## config.mk

```make
export PLATFORM = sky130hd
export DESIGN_NAME = toysram_scan_ctl_flat
export DESIGN_NICKNAME = d
export VERILOG_FILES = /design/src/rtl/toysram_scan_ctl_if.sv /design/src/rtl/toysram_scan_ctl.sv /design/src/flat_wrapper.sv
export SDC_FILE = /design/constraint.sdc
export NUM_CORES = 1
export LEC_CHECK = 0
export BUFFER_PORTS_ARGS = -buffer_cell sky130_fd_sc_hd__buf_2
export CELL_PAD_IN_SITES_DETAIL_PLACEMENT = 0
export CELL_PAD_IN_SITES_GLOBAL_PLACEMENT = 1
export CORE_AREA = 8 8 125 127
export CTS_CLUSTER_SIZE = 20
export DETAILED_ROUTE_END_ITERATION = 10
export DIE_AREA = 0 0 133 135
export PLACE_DENSITY_LB_ADDON = 0.1
export REMOVE_ABC_BUFFERS = 1
export SETUP_SLACK_MARGIN = 0.02
export SLEW_MARGIN = 20
export SYNTH_ARGS = -nofsm -noshare
export SYNTH_HDL_FRONTEND = slang
export SYNTH_SLANG_ARGS = --single-unit
```

## constraint.sdc

```tcl
create_clock -name clock -period 2.25 [get_ports clock]
set_clock_uncertainty 0.2 [all_clocks]
set_input_delay 0.3375 -clock clock [delete_from_list [all_inputs] [get_ports clock]]
set_output_delay 0.3375 -clock clock [all_outputs]
set_load 0.01 [all_outputs]
```

## src/rtl/toysram_scan_ctl_if.sv

```systemverilog
// rtl/toysram_scan_ctl_if.sv - pad-side scan bundle and parallel status/config word of the scan controller
// master = pad/test driver side, slave = toysram_scan_ctl.
interface toysram_scan_ctl_if #(
   parameter int CHAIN_LEN = 64
);
   logic                 te_i;
   logic                 scan_clk_i;
   logic                 scan_in_i;
   logic                 scan_out_o;
   logic [CHAIN_LEN-1:0] capture_i;
   logic [CHAIN_LEN-1:0] cfg_o;
   logic                 cfg_valid_o;
   logic                 err_o;

   modport master (
      output te_i,
      output scan_clk_i,
      output scan_in_i,
      output capture_i,
      input  scan_out_o,
      input  cfg_o,
      input  cfg_valid_o,
      input  err_o
   );

   modport slave (
      input  te_i,
      input  scan_clk_i,
      input  scan_in_i,
      input  capture_i,
      output scan_out_o,
      output cfg_o,
      output cfg_valid_o,
      output err_o
   );
endinterface

```

## src/rtl/toysram_scan_ctl.sv

```systemverilog
// rtl/toysram_scan_ctl.sv - oversampled scan-chain controller: capture status, shift, update config word
// Optional shift-length check enabled by defining TOYSRAM_SCAN_LEN_CHECK_EN.
module toysram_scan_ctl #(
   parameter int                   CHAIN_LEN   = 64,
   parameter int                   SYNC_STAGES = 2,
   parameter logic [CHAIN_LEN-1:0] CFG_RESET   = '0
) (
   input  logic                clock,
   input  logic                resetb,
   toysram_scan_ctl_if.slave   bus
);

   typedef enum logic [1:0] {
      ST_IDLE    = 2'd0,
      ST_CAPTURE = 2'd1,
      ST_SHIFT   = 2'd2,
      ST_UPDATE  = 2'd3
   } state_t;

   // All three pads use identically deep chains so data stays aligned with the sampled clock.
   logic [SYNC_STAGES-1:0] r_te_sync;
   logic [SYNC_STAGES-1:0] r_sclk_sync;
   logic [SYNC_STAGES-1:0] r_sin_sync;
   logic                   r_te_d;
   logic                   r_sclk_d;

   logic                   w_te_r;
   logic                   w_sclk_r;
   logic                   w_sin;
   logic                   w_te_rise;
   logic                   w_sclk_rise;

   state_t                 r_state;
   state_t                 w_next;
   logic                   w_load;
   logic                   w_shift;
   logic                   w_update;
   logic                   w_commit;

   logic [CHAIN_LEN-1:0]   r_shift;
   logic [CHAIN_LEN-1:0]   r_cfg;
   logic                   r_cfg_valid;

   always_ff @(posedge clock or negedge resetb) begin
      if (!resetb) begin
         r_te_sync   <= '0;
         r_sclk_sync <= '0;
         r_sin_sync  <= '0;
         r_te_d      <= 1'b0;
         r_sclk_d    <= 1'b0;
      end else begin
         r_te_sync   <= {r_te_sync[SYNC_STAGES-2:0], bus.te_i};
         r_sclk_sync <= {r_sclk_sync[SYNC_STAGES-2:0], bus.scan_clk_i};
         r_sin_sync  <= {r_sin_sync[SYNC_STAGES-2:0], bus.scan_in_i};
         r_te_d      <= w_te_r;
         r_sclk_d    <= w_sclk_r;
      end
   end

   assign w_te_r      = r_te_sync[SYNC_STAGES-1];
   assign w_sclk_r    = r_sclk_sync[SYNC_STAGES-1];
   assign w_sin       = r_sin_sync[SYNC_STAGES-1];
   assign w_te_rise   = w_te_r & ~r_te_d;
   assign w_sclk_rise = w_sclk_r & ~r_sclk_d;

   always_ff @(posedge clock or negedge resetb) begin
      if (!resetb) begin
         r_state <= ST_IDLE;
      end else begin
         r_state <= w_next;
      end
   end

   // Leaving SHIFT on te_r low (not only its edge) also covers a TE pulse that ends during CAPTURE.
   always_comb begin
      w_next   = r_state;
      w_load   = 1'b0;
      w_shift  = 1'b0;
      w_update = 1'b0;
      case (r_state)
         ST_IDLE: begin
            if (w_te_rise) begin
               w_next = ST_CAPTURE;
            end
         end
         ST_CAPTURE: begin
            w_load = 1'b1;
            w_next = ST_SHIFT;
         end
         ST_SHIFT: begin
            if (!w_te_r) begin
               w_next = ST_UPDATE;
            end else if (w_sclk_rise) begin
               w_shift = 1'b1;
            end
         end
         ST_UPDATE: begin
            w_update = 1'b1;
            w_next   = ST_IDLE;
         end
         default: begin
            w_next = ST_IDLE;
         end
      endcase
   end

`ifdef TOYSRAM_SCAN_LEN_CHECK_EN
   localparam int                 CNT_W    = $clog2(CHAIN_LEN + 1) + 1;
   localparam logic [CNT_W-1:0]   CNT_FULL = CNT_W'(CHAIN_LEN);

   logic [CNT_W-1:0] r_cnt;
   logic             r_err;
   logic             w_err_set;

   assign w_commit  = w_update && (r_cnt == CNT_FULL);
   assign w_err_set = w_update && (r_cnt != CNT_FULL) && (r_cnt != '0);

   always_ff @(posedge clock or negedge resetb) begin
      if (!resetb) begin
         r_cnt <= '0;
         r_err <= 1'b0;
      end else begin
         if (w_load) begin
            r_cnt <= '0;
         end else if (w_shift && (r_cnt != '1)) begin
            r_cnt <= r_cnt + CNT_W'(1);
         end
         if (w_err_set) begin
            r_err <= 1'b1;
         end
      end
   end

   assign bus.err_o = r_err;
`else
   assign w_commit  = w_update;
   assign bus.err_o = 1'b0;
`endif

   always_ff @(posedge clock or negedge resetb) begin
      if (!resetb) begin
         r_shift     <= '0;
         r_cfg       <= CFG_RESET;
         r_cfg_valid <= 1'b0;
      end else begin
         r_cfg_valid <= 1'b0;
         if (w_load) begin
            r_shift <= bus.capture_i;
         end else if (w_shift) begin
            r_shift <= {r_shift[CHAIN_LEN-2:0], w_sin};
         end
         if (w_commit) begin
            r_cfg       <= r_shift;
            r_cfg_valid <= 1'b1;
         end
      end
   end

   assign bus.scan_out_o  = r_shift[CHAIN_LEN-1];
   assign bus.cfg_o       = r_cfg;
   assign bus.cfg_valid_o = r_cfg_valid;

endmodule

```

## src/flat_wrapper.sv

```systemverilog
// flat-port wrapper written by rule: the top's interface ports become plain ports
module toysram_scan_ctl_flat 
#(
   parameter int                   CHAIN_LEN   = 64,
   parameter int                   SYNC_STAGES = 2,
   parameter logic [CHAIN_LEN-1:0] CFG_RESET   = '0
)
  (clock, resetb, bus_te_i, bus_scan_clk_i, bus_scan_in_i, bus_capture_i, bus_scan_out_o, bus_cfg_o, bus_cfg_valid_o, bus_err_o);
  toysram_scan_ctl_if #(.CHAIN_LEN(CHAIN_LEN)) bus_i ();
  input  logic clock;
  input  logic resetb;
  input wire logic [$bits(bus_i.te_i)-1:0] bus_te_i;
  input wire logic [$bits(bus_i.scan_clk_i)-1:0] bus_scan_clk_i;
  input wire logic [$bits(bus_i.scan_in_i)-1:0] bus_scan_in_i;
  input wire logic [$bits(bus_i.capture_i)-1:0] bus_capture_i;
  output wire logic [$bits(bus_i.scan_out_o)-1:0] bus_scan_out_o;
  output wire logic [$bits(bus_i.cfg_o)-1:0] bus_cfg_o;
  output wire logic [$bits(bus_i.cfg_valid_o)-1:0] bus_cfg_valid_o;
  output wire logic [$bits(bus_i.err_o)-1:0] bus_err_o;
  assign bus_i.te_i = bus_te_i;
  assign bus_i.scan_clk_i = bus_scan_clk_i;
  assign bus_i.scan_in_i = bus_scan_in_i;
  assign bus_i.capture_i = bus_capture_i;
  assign bus_scan_out_o = bus_i.scan_out_o;
  assign bus_cfg_o = bus_i.cfg_o;
  assign bus_cfg_valid_o = bus_i.cfg_valid_o;
  assign bus_err_o = bus_i.err_o;
  toysram_scan_ctl #(.CHAIN_LEN(CHAIN_LEN), .SYNC_STAGES(SYNC_STAGES), .CFG_RESET(CFG_RESET)) u_core (.clock(clock), .resetb(resetb), .bus(bus_i));
endmodule
```

## Word level (Yosys, flattened, before mapping)

Cells that the tools add are included.

| storage, ports and cells | value |
|---|---|
| register bits | 139 |
| word-level logic and storage cells | 32 |

| operators by class | value |
|---|---|
| equal/unequal tests | 5 |
| multiplexer cells | 11 |
| bitwise logic cells | 4 |
| reduce and logical (&&, ||, !) cells | 3 |

Operators by type and width:

| operator | count |
|---|---|
| $mux 64 | 2 |
| $pmux 2 s4 | 1 |
| $mux 1 | 6 |
| $eq 2x2->1 const B | 2 |
| $mux 2 | 2 |
| $and 1x1->1 | 2 |
| $eq 2x1->1 const B | 1 |
| $logic_not 2->1 | 1 |
| $ne 2x1->1 const B | 1 |
| $ne 2x2->1 const B | 1 |
| $not 1->1 | 2 |
| $reduce_and 2->1 | 1 |
| $reduce_bool 2->1 | 1 |

## Depth between registers and ports, before layout

Gate-level depths: netlist of run 1.

| depth | value |
|---|---|
| depth in word-level cells | 7 |
| gate-level depth with buffers | 7 |
| gate-level depth less buffers | 5 |

## Worst setup path before layout of run 1

OpenSTA, ideal clock, no wires.

| timing path | value |
|---|---|
| path type | register -> register |
| from | register u_core.r_state[0] |
| to | register u_core.r_shift[0] |
| setup time | 0.132 ns |
| arrival time | 1.334 ns |
| setup slack | 0.584 ns |
| stages on the path, launching flop included | 8 |
| buffers on the path | 2 |
| clock period less this slack | 1.666 ns |
| cell sequence | dfrtp_1 -> inv_1 -> ha_1 -> nand4b_1 -> buf_6 -> buf_8 -> mux2i_1 -> o21ai_1 |

| on the way | value |
|---|---|
| word-level cells in the longest chain between the ends | 3 |
| elaborated cells on any way between the ends | 6 |
| those cells by class | eq/ne: 2; mux: 3; reduce/logical: 1 |

RTL lines:

| element | line | source |
|---|---|---|
| start, declared | toysram_scan_ctl.sv:33 | `state_t r_state;` |
| start signal, assigned | toysram_scan_ctl.sv:70 | `r_state <= w_next;` |
| $eq 2x1->1 / $eq 2x2->1 (equally long branches) | toysram_scan_ctl.sv:80 | `case (r_state)` |
| $mux 1 | toysram_scan_ctl.sv:80 |  |
| $mux 64 / $reduce_bool 2->1 (equally long branches) | -- |  |
| end signal, assigned | toysram_scan_ctl.sv:148 | `r_shift <= bus.capture_i;` |
| end signal, assigned | toysram_scan_ctl.sv:150 | `r_shift <= {r_shift[CHAIN_LEN-2:0], w_sin};` |
| end, declared | toysram_scan_ctl.sv:40 | `logic [CHAIN_LEN-1:0] r_shift;` |

Parallel ways exist; a longest one is shown, timed or not.
A chain may end at the register's enable or synchronous reset.

## Worst setup path after layout of run 1

| timing path | value |
|---|---|
| from | register u_core.r_state[1] |
| to | register u_core.r_shift[8] |

Same word-level chain as after synthesis.

==> summary.json, run 1 <==
{
  "status": "completed",
  "diodes": 0,
  "cp_data_arrival_time_ps": 1940,
  "cellLeakagePower_nw": 4.07,
  "setup_repair_after_global_routing_missed_its_margin": "false",
  "initial_core_util_pct": 42.3,
  "maximum_clock_path_buffer_count": 2,
  "postRouteAntennaNets": 0,
  "post-synth-top-area-cell": "sky130_fd_sc_hd__dfrtp_1",
  "synth_enable_flop_cells": 0,
  "first_global_vias": 4322,
  "maximum_achievable_frequency_ghz": 0.538,
  "chipHeight_um": 135,
  "post-route-drc-count": 0,
  "final_common_cell": "sky130_fd_sc_hd__dfrtp_1",
  "numCtsBuffers": 17,
  "clockRootBuffer": "sky130_fd_sc_hd__clkbuf_16",
  "min-delay-path-class": "reg -> reg",
  "yosys.area.top_type_share_pct": 60.5,
  "timing.critical_path.fanout_max": 34,
  "syn-cell-area_mm2": 0.00575,
  "wire_length_of_the_first_global_routing_pass_mm": 21.9,
  "num_rows": 43,
  "synth_sequential_area_ratio_pct": 60.5,
  "globalRouteTotalUtil_pct": 15.2,
  "die-area_mm2": 0.0180,
  "number_of_sinks_driven_by_the_clock_tree": 139,
  "drt-pass1-iter-count": 4,
  "powerDensity_mw_per_mm2": 1400,
  "final_number_of_hold_violating_endpoints": 0,
  "routedWlPerCell_um": 15.6,
  "worst_hold_slack_ps": 149,
  "timing.final.crit_period_ps": 1860,
  "nNetsFinal": 717,
  "tritoncts": "built",
  "clk_latency_ps": 410,
  "core_area_mm2": 0.0136,
  "drv_cap": 0,
  "grt_max_degree": 73,
  "hpwl_mm": 8.72,
  "initial_antenna_violation_count": 0,
  "most-common-layout-cells": "sky130_fd_sc_hd__dfrtp_1, sky130_fd_sc_hd__buf_2, sky130_fd_sc_hd__dlygate4sd3_1",
  "fin_setup_tns_ps": 0,
  "drt-initial-drc-count": 116,
  "postPlaceCellArea_mm2": 0.00664,
  "synth-warning-count": 0,
  "number_of_filler_instances_in_the_final_layout": 1179,
  "totalPowerFinal_mw": 11.0,
  "netlist_instances": 440,
  "endpoint_kind": "flop",
  "routed_wirelength_mm": 13.0,
  "timing.setup.critical_path_class": "reg -> reg",
  "timing.reg2reg.setup_slack_ps": 390,
  "area_growth_syn_to_layout_pct": 37.0,
  "ys_top_cells_by_area": "sky130_fd_sc_hd__dfrtp_1, sky130_fd_sc_hd__mux2_2, sky130_fd_sc_hd__mux2i_1",
  "fp.dieW_um": 133,
  "postSynth.asyncResetShare_pct": 100,
  "detailroute.via_count": 3919,
  "io_buffer_count": 134,
  "synth_cell_type_count": 20,
  "worstPathRequired_ps": 2330,
  "post-route-period-util_pct": 82.6,
  "final_layout_size_suffix_gt1_share_pct": 36.7,
  "gp_congestion": 0.750,
  "cts_htree_levels": 4,
  "ys_seq_elements": 139,
  "ioPinCount": 136,
  "stdcell_area_mm2": 0.00788,
  "synthesis.area_per_instance_um2": 13.1,
  "postSynth.topFlopCell": "sky130_fd_sc_hd__dfrtp_1",
  "max-vdd-ir-drop_uv": 583,
  "final-setup-viol-count": 0,
  "final_max_slew_viol_count": 0,
  "critical_path.startpoint_type": "flop",
  "grt_remaining_overflow": 0,
  "cts_setup_buffers": 0,
  "route.detailed.vias_per_inst": 4.69,
  "path_clk_slew_ps": 60
}
[power by group]
group          switching, mW  total (mW)  leakage [nW]  internal [mW]
Sequential             0.740        4.44          1.71           3.70
Combinational           1.91        3.95          2.08           2.04
Clock                  0.975        2.65         0.284           1.67
Total                   3.62        11.0          4.07           7.42
[critical path, cell delays in order (launching register included)]
cell	delay, ps
sky130_fd_sc_hd__dfrtp_1	430
sky130_fd_sc_hd__ha_1	240
sky130_fd_sc_hd__nand4b_1	240
sky130_fd_sc_hd__buf_12	290
sky130_fd_sc_hd__mux2i_1	230
sky130_fd_sc_hd__o21ai_1	80
[final timing paths]
path                                       start                     to  cells after the start
max                            u_core.r_state[1]      u_core.r_shift[8]                      5
min                        u_core.r_sclk_sync[0]  u_core.r_sclk_sync[1]                      0
max reg2reg                    u_core.r_state[1]      u_core.r_shift[8]                      5
min reg2reg                u_core.r_sclk_sync[0]  u_core.r_sclk_sync[1]                      0
max in group asynchronous                 resetb     u_core.r_shift[17]                      3
min in group asynchronous                 resetb   u_core.r_sin_sync[0]                      2
[cell usage after synthesis, drive strengths merged (2+ instances only)]
library cell  count
dfrtp           139
buf              17
ha                5
inv               2
o21ai            64
mux2i            64
nand2            65
mux2             65
clkbuf           12
[sequential cells by signal, summed over array words and instances, names as in the netlist]
| signal | flops |
|---|---|
| u_core.bus.cfg_valid_o | 1 |
| u_core.r_te_d | 1 |
| u_core.r_shift | 64 |
| u_core.r_sclk_sync | 2 |
| u_core.bus.cfg_o | 64 |
| u_core.r_sclk_d | 1 |
| u_core.r_sin_sync | 2 |
| u_core.r_state | 2 |
| u_core.r_te_sync | 2 |
[kinds of logic (layout without fill, tap and decap cells)]
family	count (synthesis)	after routing	share of synthesized area, %
mux	129	129	23.9
compound gates	66	66	5.81
fa+ha+maj	5	5	1.09
flops	139	139	60.5
other cells	1	1	0.0652
buf+inv	31	247	4.00
simple gates	69	69	4.70
[routing by layer]
layer	global-route usage (%)	vias up	routed length (um)
li1	-	1921	-
met1	18.7	1897	5910
met2	24.1	86	6300
met3	5.09	15	644
met4	6.44	0	184
met5	0	-	0
[what timing repair did]
action / in CTS / in global routing
resized for setup: 0 / 0
hold buffers: 68 / 0
hold endpoints to repair: 105 / 0
[cell type report]
type	count	area, um2	share of cell area [%]
Clock inverter	9	95.1	1.21
Clock buffer	23	468	5.94
Tap cell	180	225	2.86
Multi-Input combinational cell	270	2070	26.2
Timing Repair Buffer	213	1540	19.5
Inverter	2	7.51	0.0952
Sequential cell	139	3480	44.1
[stage by stage]
| step | setup slack [ps] | std cells | utilization [%] |
|---|---|---|---|
| floorplan | -2260 | 411 | - |
| global placement | 465 | 736 | 48.8 |
| detailed placement | 400 | 736 | 48.8 |
| CTS | 390 | 836 | 57.9 |
| global route | 254 | 836 | 57.9 |
| finish | 391 | 836 | 57.9 |
(Power assumes the default switching activity.)
==> inputs of run 2 (changes only) <==
==> constraint.sdc (replaced) <==
create_clock -name clock -period 1.8 [get_ports clock]
set_clock_uncertainty 0.2 [all_clocks]
set_input_delay 0.27 -clock clock [delete_from_list [all_inputs] [get_ports clock]]
set_output_delay 0.27 -clock clock [all_outputs]
set_load 0.01 [all_outputs]
==> run 2 against run 1 <==
  * Sequential power rose by 25%
  * Sequential share of layout area fell by 0.91 points
  * Maximum frequency rose by 7.2%
  * Clock power rose by 32%
  * Global-route usage rose by 0.24 points
  * Via count rose by 2.4%
  * Largest power group unchanged
  * Highest routed layer unchanged
==> summary.json, run 2 (synthesis results as in run 1) <==
{
  "postRouteAntennaNets": 0,
  "most-common-layout-cells": "sky130_fd_sc_hd__dfrtp_1, sky130_fd_sc_hd__buf_2, sky130_fd_sc_hd__dlygate4sd3_1",
  "final_number_of_hold_violating_endpoints": 0,
  "initial_core_util_pct": 42.3,
  "clk_latency_ps": 410,
  "endpoint_kind": "flop",
  "timing.critical_path.fanout_max": 2,
  "ioPinCount": 136,
  "chipHeight_um": 135,
  "r2r_cells": 5,
  "number_of_sinks_driven_by_the_clock_tree": 139,
  "path_clk_slew_ps": 60,
  "worst_slack_ps": 66.1,
  "critical_path.startpoint_type": "flop",
  "die-area_mm2": 0.0180,
  "regToRegStartpoint": "u_core.r_state[1]",
  "first_global_vias": 4548,
  "max-vdd-ir-drop_uv": 774,
  "clockRootBuffer": "sky130_fd_sc_hd__clkbuf_16",
  "detailroute.via_count": 4015,
  "crit_end": "u_core.r_state[1]",
  "gp_congestion": 0.716,
  "post-route-period-util_pct": 96.3,
  "cts_htree_levels": 4,
  "drv_cap": 0,
  "routedWlPerCell_um": 15.4,
  "dpl_worst_slack_ps": 19.5,
  "timing.final.crit_period_ps": 1730,
  "drt-pass1-iter-count": 4,
  "timing.setup.critical_path_class": "reg -> reg",
  "stdcell_area_mm2": 0.00805,
  "io_buffer_count": 134,
  "totalPowerFinal_mw": 14.1,
  "wire_length_of_the_first_global_routing_pass_mm": 22.3,
  "maximum_clock_path_buffer_count": 2,
  "min-delay-path-class": "reg -> reg",
  "final_layout_size_suffix_gt1_share_pct": 38.2,
  "num_rows": 43,
  "routed_wirelength_mm": 13.0,
  "timing.reg2reg.setup_slack_ps": 70,
  "timing.critical_path.from": "u_core.r_state[1]",
  "hpwl_mm": 8.87,
  "postPlaceCellArea_mm2": 0.00672,
  "cellLeakagePower_nw": 4.14,
  "core_area_mm2": 0.0136,
  "numCtsBuffers": 17,
  "globalRouteTotalUtil_pct": 15.5,
  "fp.dieW_um": 133,
  "rr_endpoint": "u_core.r_state[1]",
  "worstPathRequired_ps": 1900,
  "post-route-drc-count": 0,
  "setup_repair_after_global_routing_missed_its_margin": "true",
  "nNetsFinal": 728,
  "area_growth_syn_to_layout_pct": 39.9,
  "drt-initial-drc-count": 176,
  "cp_data_arrival_time_ps": 1830,
  "final-setup-viol-count": 0,
  "diodes": 0,
  "status": "completed",
  "powerDensity_mw_per_mm2": 1760,
  "grt_max_degree": 53,
  "initial_antenna_violation_count": 0,
  "final_max_slew_viol_count": 0,
  "grt_remaining_overflow": 0,
  "route.detailed.vias_per_inst": 4.74,
  "fin_setup_tns_ps": 0,
  "tritoncts": "built",
  "final_common_cell": "sky130_fd_sc_hd__dfrtp_1",
  "maximum_achievable_frequency_ghz": 0.577
}
-- run 2: cell count changes in the layout (fill, tap and decap cells not counted), moves of 2 or more --
cell,delta
sky130_fd_sc_hd__buf_4,+7
sky130_fd_sc_hd__buf_12,+2
sky130_fd_sc_hd__buf_6,+2
sky130_fd_sc_hd__clkinv_2,-2
sky130_fd_sc_hd__o21ai_0,-2
sky130_fd_sc_hd__o21ai_1,+2
-- run 2: metrics by stage --
| stage | hold slack, ps | instances | util [%] |
|---|---|---|---|
| 6_report | 154 | 847 | 59.1 |
| 5_1_grt | 161 | 847 | 59.1 |
| 4_1_cts | 156 | 844 | 58.8 |
| 3_5_place_dp | 38.9 | 744 | 49.4 |
| 3_3_place_gp | 29.9 | 744 | 49.4 |
| 2_1_floorplan | -226 | 411 | - |
-- run 2: routing by layer --
metal	wire length, um	vias up	part of all wire [%]	global-route usage [%]
met5	0	-	0	0
li1	-	1944	-	-
met1	5630	1969	43	18.2
met4	243	0	1.9	6.62
met2	6490	82	50	25.4
met3	682	20	5.2	5.13
-- run 2: area by class of cell --
cell class	count	area [um2]
clock inverters	8	115
fillers	1116	5560
inverters	2	7.51
clock buffers	24	482
repair buffers	224	1660
well taps	180	225
multi-input cells	270	2080
flip-flops and latches	139	3480
-- run 2: worst max-delay path: stages (launching register included) --
cell	delay [ps]
sky130_fd_sc_hd__dfrtp_1	410
sky130_fd_sc_hd__ha_4	170
sky130_fd_sc_hd__buf_4	120
sky130_fd_sc_hd__and2_2	160
sky130_fd_sc_hd__a21oi_1	190
sky130_fd_sc_hd__mux2_2	360
-- run 2: repair_timing --
| item | 4_1_cts | 5_1_grt |
|---|---|---|
| hold endpoints to repair | 192 | 0 |
| resized for setup | 2 | 6 |
| setup buffers | 0 | 3 |
| endpoints found under the setup margin | 19 | 64 |
| hold buffers | 68 | 0 |
| pin swaps | 2 | 0 |
-- run 2: how the worst min path moves through the flow --
stage	startpoint	end	slack, ps	cells after the start
after floorplan	resetb	u_core.bus.cfg_o[0]	-230	0
after global placement	resetb	u_core.r_sin_sync[0]	30	1
after detailed placement	resetb	u_core.r_sin_sync[0]	40	1
after CTS	resetb	u_core.r_sin_sync[0]	160	2
after global routing	u_core.r_sin_sync[0]	u_core.r_sin_sync[1]	160	0
final	u_core.r_sin_sync[0]	u_core.r_sin_sync[1]	150	0
-- run 2: where the power goes --
group / switching, mW / internal [mW]
sequential: 0.935 / 4.63
combinational: 2.40 / 2.66
clock: 1.23 / 2.28
total: 4.57 / 9.57
==> inputs of run 3 (changes only) <==
--- a/config.mk
+++ b/config.mk
@@ -12,6 +12,7 @@
 export CTS_CLUSTER_SIZE = 20
 export DETAILED_ROUTE_END_ITERATION = 10
 export DIE_AREA = 0 0 133 135
+export MAX_ROUTING_LAYER = met4
 export PLACE_DENSITY_LB_ADDON = 0.1
 export REMOVE_ABC_BUFFERS = 1
 export SETUP_SLACK_MARGIN = 0.02
==> run 3 against run 2 <==
  * Critical path depth did not move
  * Global-route usage increased by 0.45 points
  * Combinational power hardly changed
  * Setup slack improved by 0.58 ps
  * Routed wire length rose by 0.12%
  * Register-to-register slack barely moved
  * Sequential cell count is the same
  * Hold slack about the same
  * Sequential share of layout area did not move
  * Final cell count unchanged
  * First-iteration DRC count decreased by 8.5%
  * Highest routed layer unchanged
==> summary.json, run 3 (synthesis results as in run 1) <==
{
  "io_buffer_count": 134,
  "final_number_of_hold_violating_endpoints": 0,
  "detailroute.via_count": 4016,
  "postPlaceCellArea_mm2": 0.00672,
  "initial_core_util_pct": 42.3,
  "maximum_clock_path_buffer_count": 2,
  "clockRootBuffer": "sky130_fd_sc_hd__clkbuf_16",
  "timing.setup.critical_path_class": "reg -> reg",
  "final_common_cell": "sky130_fd_sc_hd__dfrtp_1",
  "final_max_slew_viol_count": 0,
  "initial_antenna_violation_count": 0,
  "wire_length_of_the_first_global_routing_pass_mm": 22.3,
  "core_area_mm2": 0.0136,
  "post-route-drc-count": 0,
  "die-area_mm2": 0.0180,
  "worst_slack_ps": 66.6,
  "drv_cap": 0,
  "min-delay-path-class": "reg -> reg",
  "cellLeakagePower_nw": 4.14,
  "diodes": 0,
  "first_global_vias": 4541,
  "final_core_utilization_pct": 59.1,
  "globalRouteTotalUtil_pct": 15.9,
  "stdcell_area_mm2": 0.00805,
  "nNetsFinal": 728,
  "tritoncts": "built",
  "maximum_achievable_frequency_ghz": 0.577,
  "worstPathRequired_ps": 1900,
  "drt-initial-drc-count": 161,
  "grt_remaining_overflow": 0,
  "drt-pass1-iter-count": 4,
  "path_clk_slew_ps": 60,
  "final-setup-viol-count": 0,
  "area_growth_syn_to_layout_pct": 39.9,
  "clk_latency_ps": 410,
  "status": "completed",
  "ioPinCount": 136,
  "route.detailed.vias_per_inst": 4.74,
  "endpoint_kind": "flop",
  "routedWlPerCell_um": 15.4,
  "max-vdd-ir-drop_uv": 774,
  "fp.dieW_um": 133,
  "final_layout_size_suffix_gt1_share_pct": 38.2,
  "totalPowerFinal_mw": 14.1,
  "chipHeight_um": 135,
  "dpl_worst_slack_ps": 19.5,
  "numCtsBuffers": 17,
  "grt_max_degree": 53,
  "gp_congestion": 0.724,
  "post-route-period-util_pct": 96.3,
  "timing.critical_path.fanout_max": 2,
  "hpwl_mm": 8.87,
  "timing.final.crit_period_ps": 1730,
  "powerDensity_mw_per_mm2": 1760,
  "most-common-layout-cells": "sky130_fd_sc_hd__dfrtp_1, sky130_fd_sc_hd__buf_2, sky130_fd_sc_hd__dlygate4sd3_1",
  "setup_repair_after_global_routing_missed_its_margin": "true",
  "cp_data_arrival_time_ps": 1830,
  "num_rows": 43,
  "routed_wirelength_mm": 13.1,
  "critical_path.startpoint_type": "flop",
  "number_of_sinks_driven_by_the_clock_tree": 139,
  "postRouteAntennaNets": 0,
  "cts_htree_levels": 4
}
==> run 3: critical path: stages (launching register included) <==
cell and delay [ps]:
sky130_fd_sc_hd__dfrtp_1 410, sky130_fd_sc_hd__ha_4 170, sky130_fd_sc_hd__buf_4 120, sky130_fd_sc_hd__and2_2 160, sky130_fd_sc_hd__a21oi_1 190, sky130_fd_sc_hd__mux2_2 360
==> run 3: path summary, 6_finish.rpt <==
kind	startpoint	to	slack [ps]	cells past startpoint
worst min-delay path	u_core.r_sin_sync[0]	u_core.r_sin_sync[1]	150	0
worst max-delay path	u_core.r_state[1]	u_core.r_state[1]	70	5
max in group asynchronous	resetb	u_core.bus.cfg_o[12]	660	3
worst min register to register	u_core.r_sin_sync[0]	u_core.r_sin_sync[1]	150	0
min in group asynchronous	resetb	u_core.r_sin_sync[0]	160	2
worst max register to register	u_core.r_state[1]	u_core.r_state[1]	70	5
==> run 3: area by class of cell <==
type                            instances  area, um2
Clock inverter                          8        115
Inverter                                2       7.51
Timing Repair Buffer                  224       1660
Fill cell                            1116       5560
Sequential cell                       139       3480
Tap cell                              180        225
Multi-Input combinational cell        270       2080
Clock buffer                           24        482
==> run 3: per-layer routing <==
layer / up-vias / track usage (%) / part of all wire, %
li1: 1944 / - / -
met1: 1969 / 18.4 / 44
met2: 83 / 25.5 / 50
met3: 20 / 4.79 / 4.7
met4: 0 / 6.62 / 1.8
met5: - / - / 0
==> run 3: power breakdown <==
part	internal (mW)	total [mW]	switching [mW]	leakage, nW
Clock	2.28	3.51	1.23	0.298
Combinational	2.66	5.07	2.41	2.14
Sequential	4.63	5.56	0.936	1.71
Total	9.57	14.1	4.57	4.14
==> run 3: timing repair <==
item                                   4_1_cts  5_1_grt
resized for setup                            2        6
pin swaps                                    2        0
hold buffers                                68        0
endpoints found under the hold margin      192        0
setup endpoints to repair                   19       64
buffers inserted                             0        3
==> run 3: through the flow <==
stage	TNS, ps	std cells	hold slack [ps]
after floorplan	-231990	411	-226
after global placement	0	744	29.9
after detailed placement	0	744	38.9
after CTS	0	844	156
after global routing	0	847	161
final	0	847	154
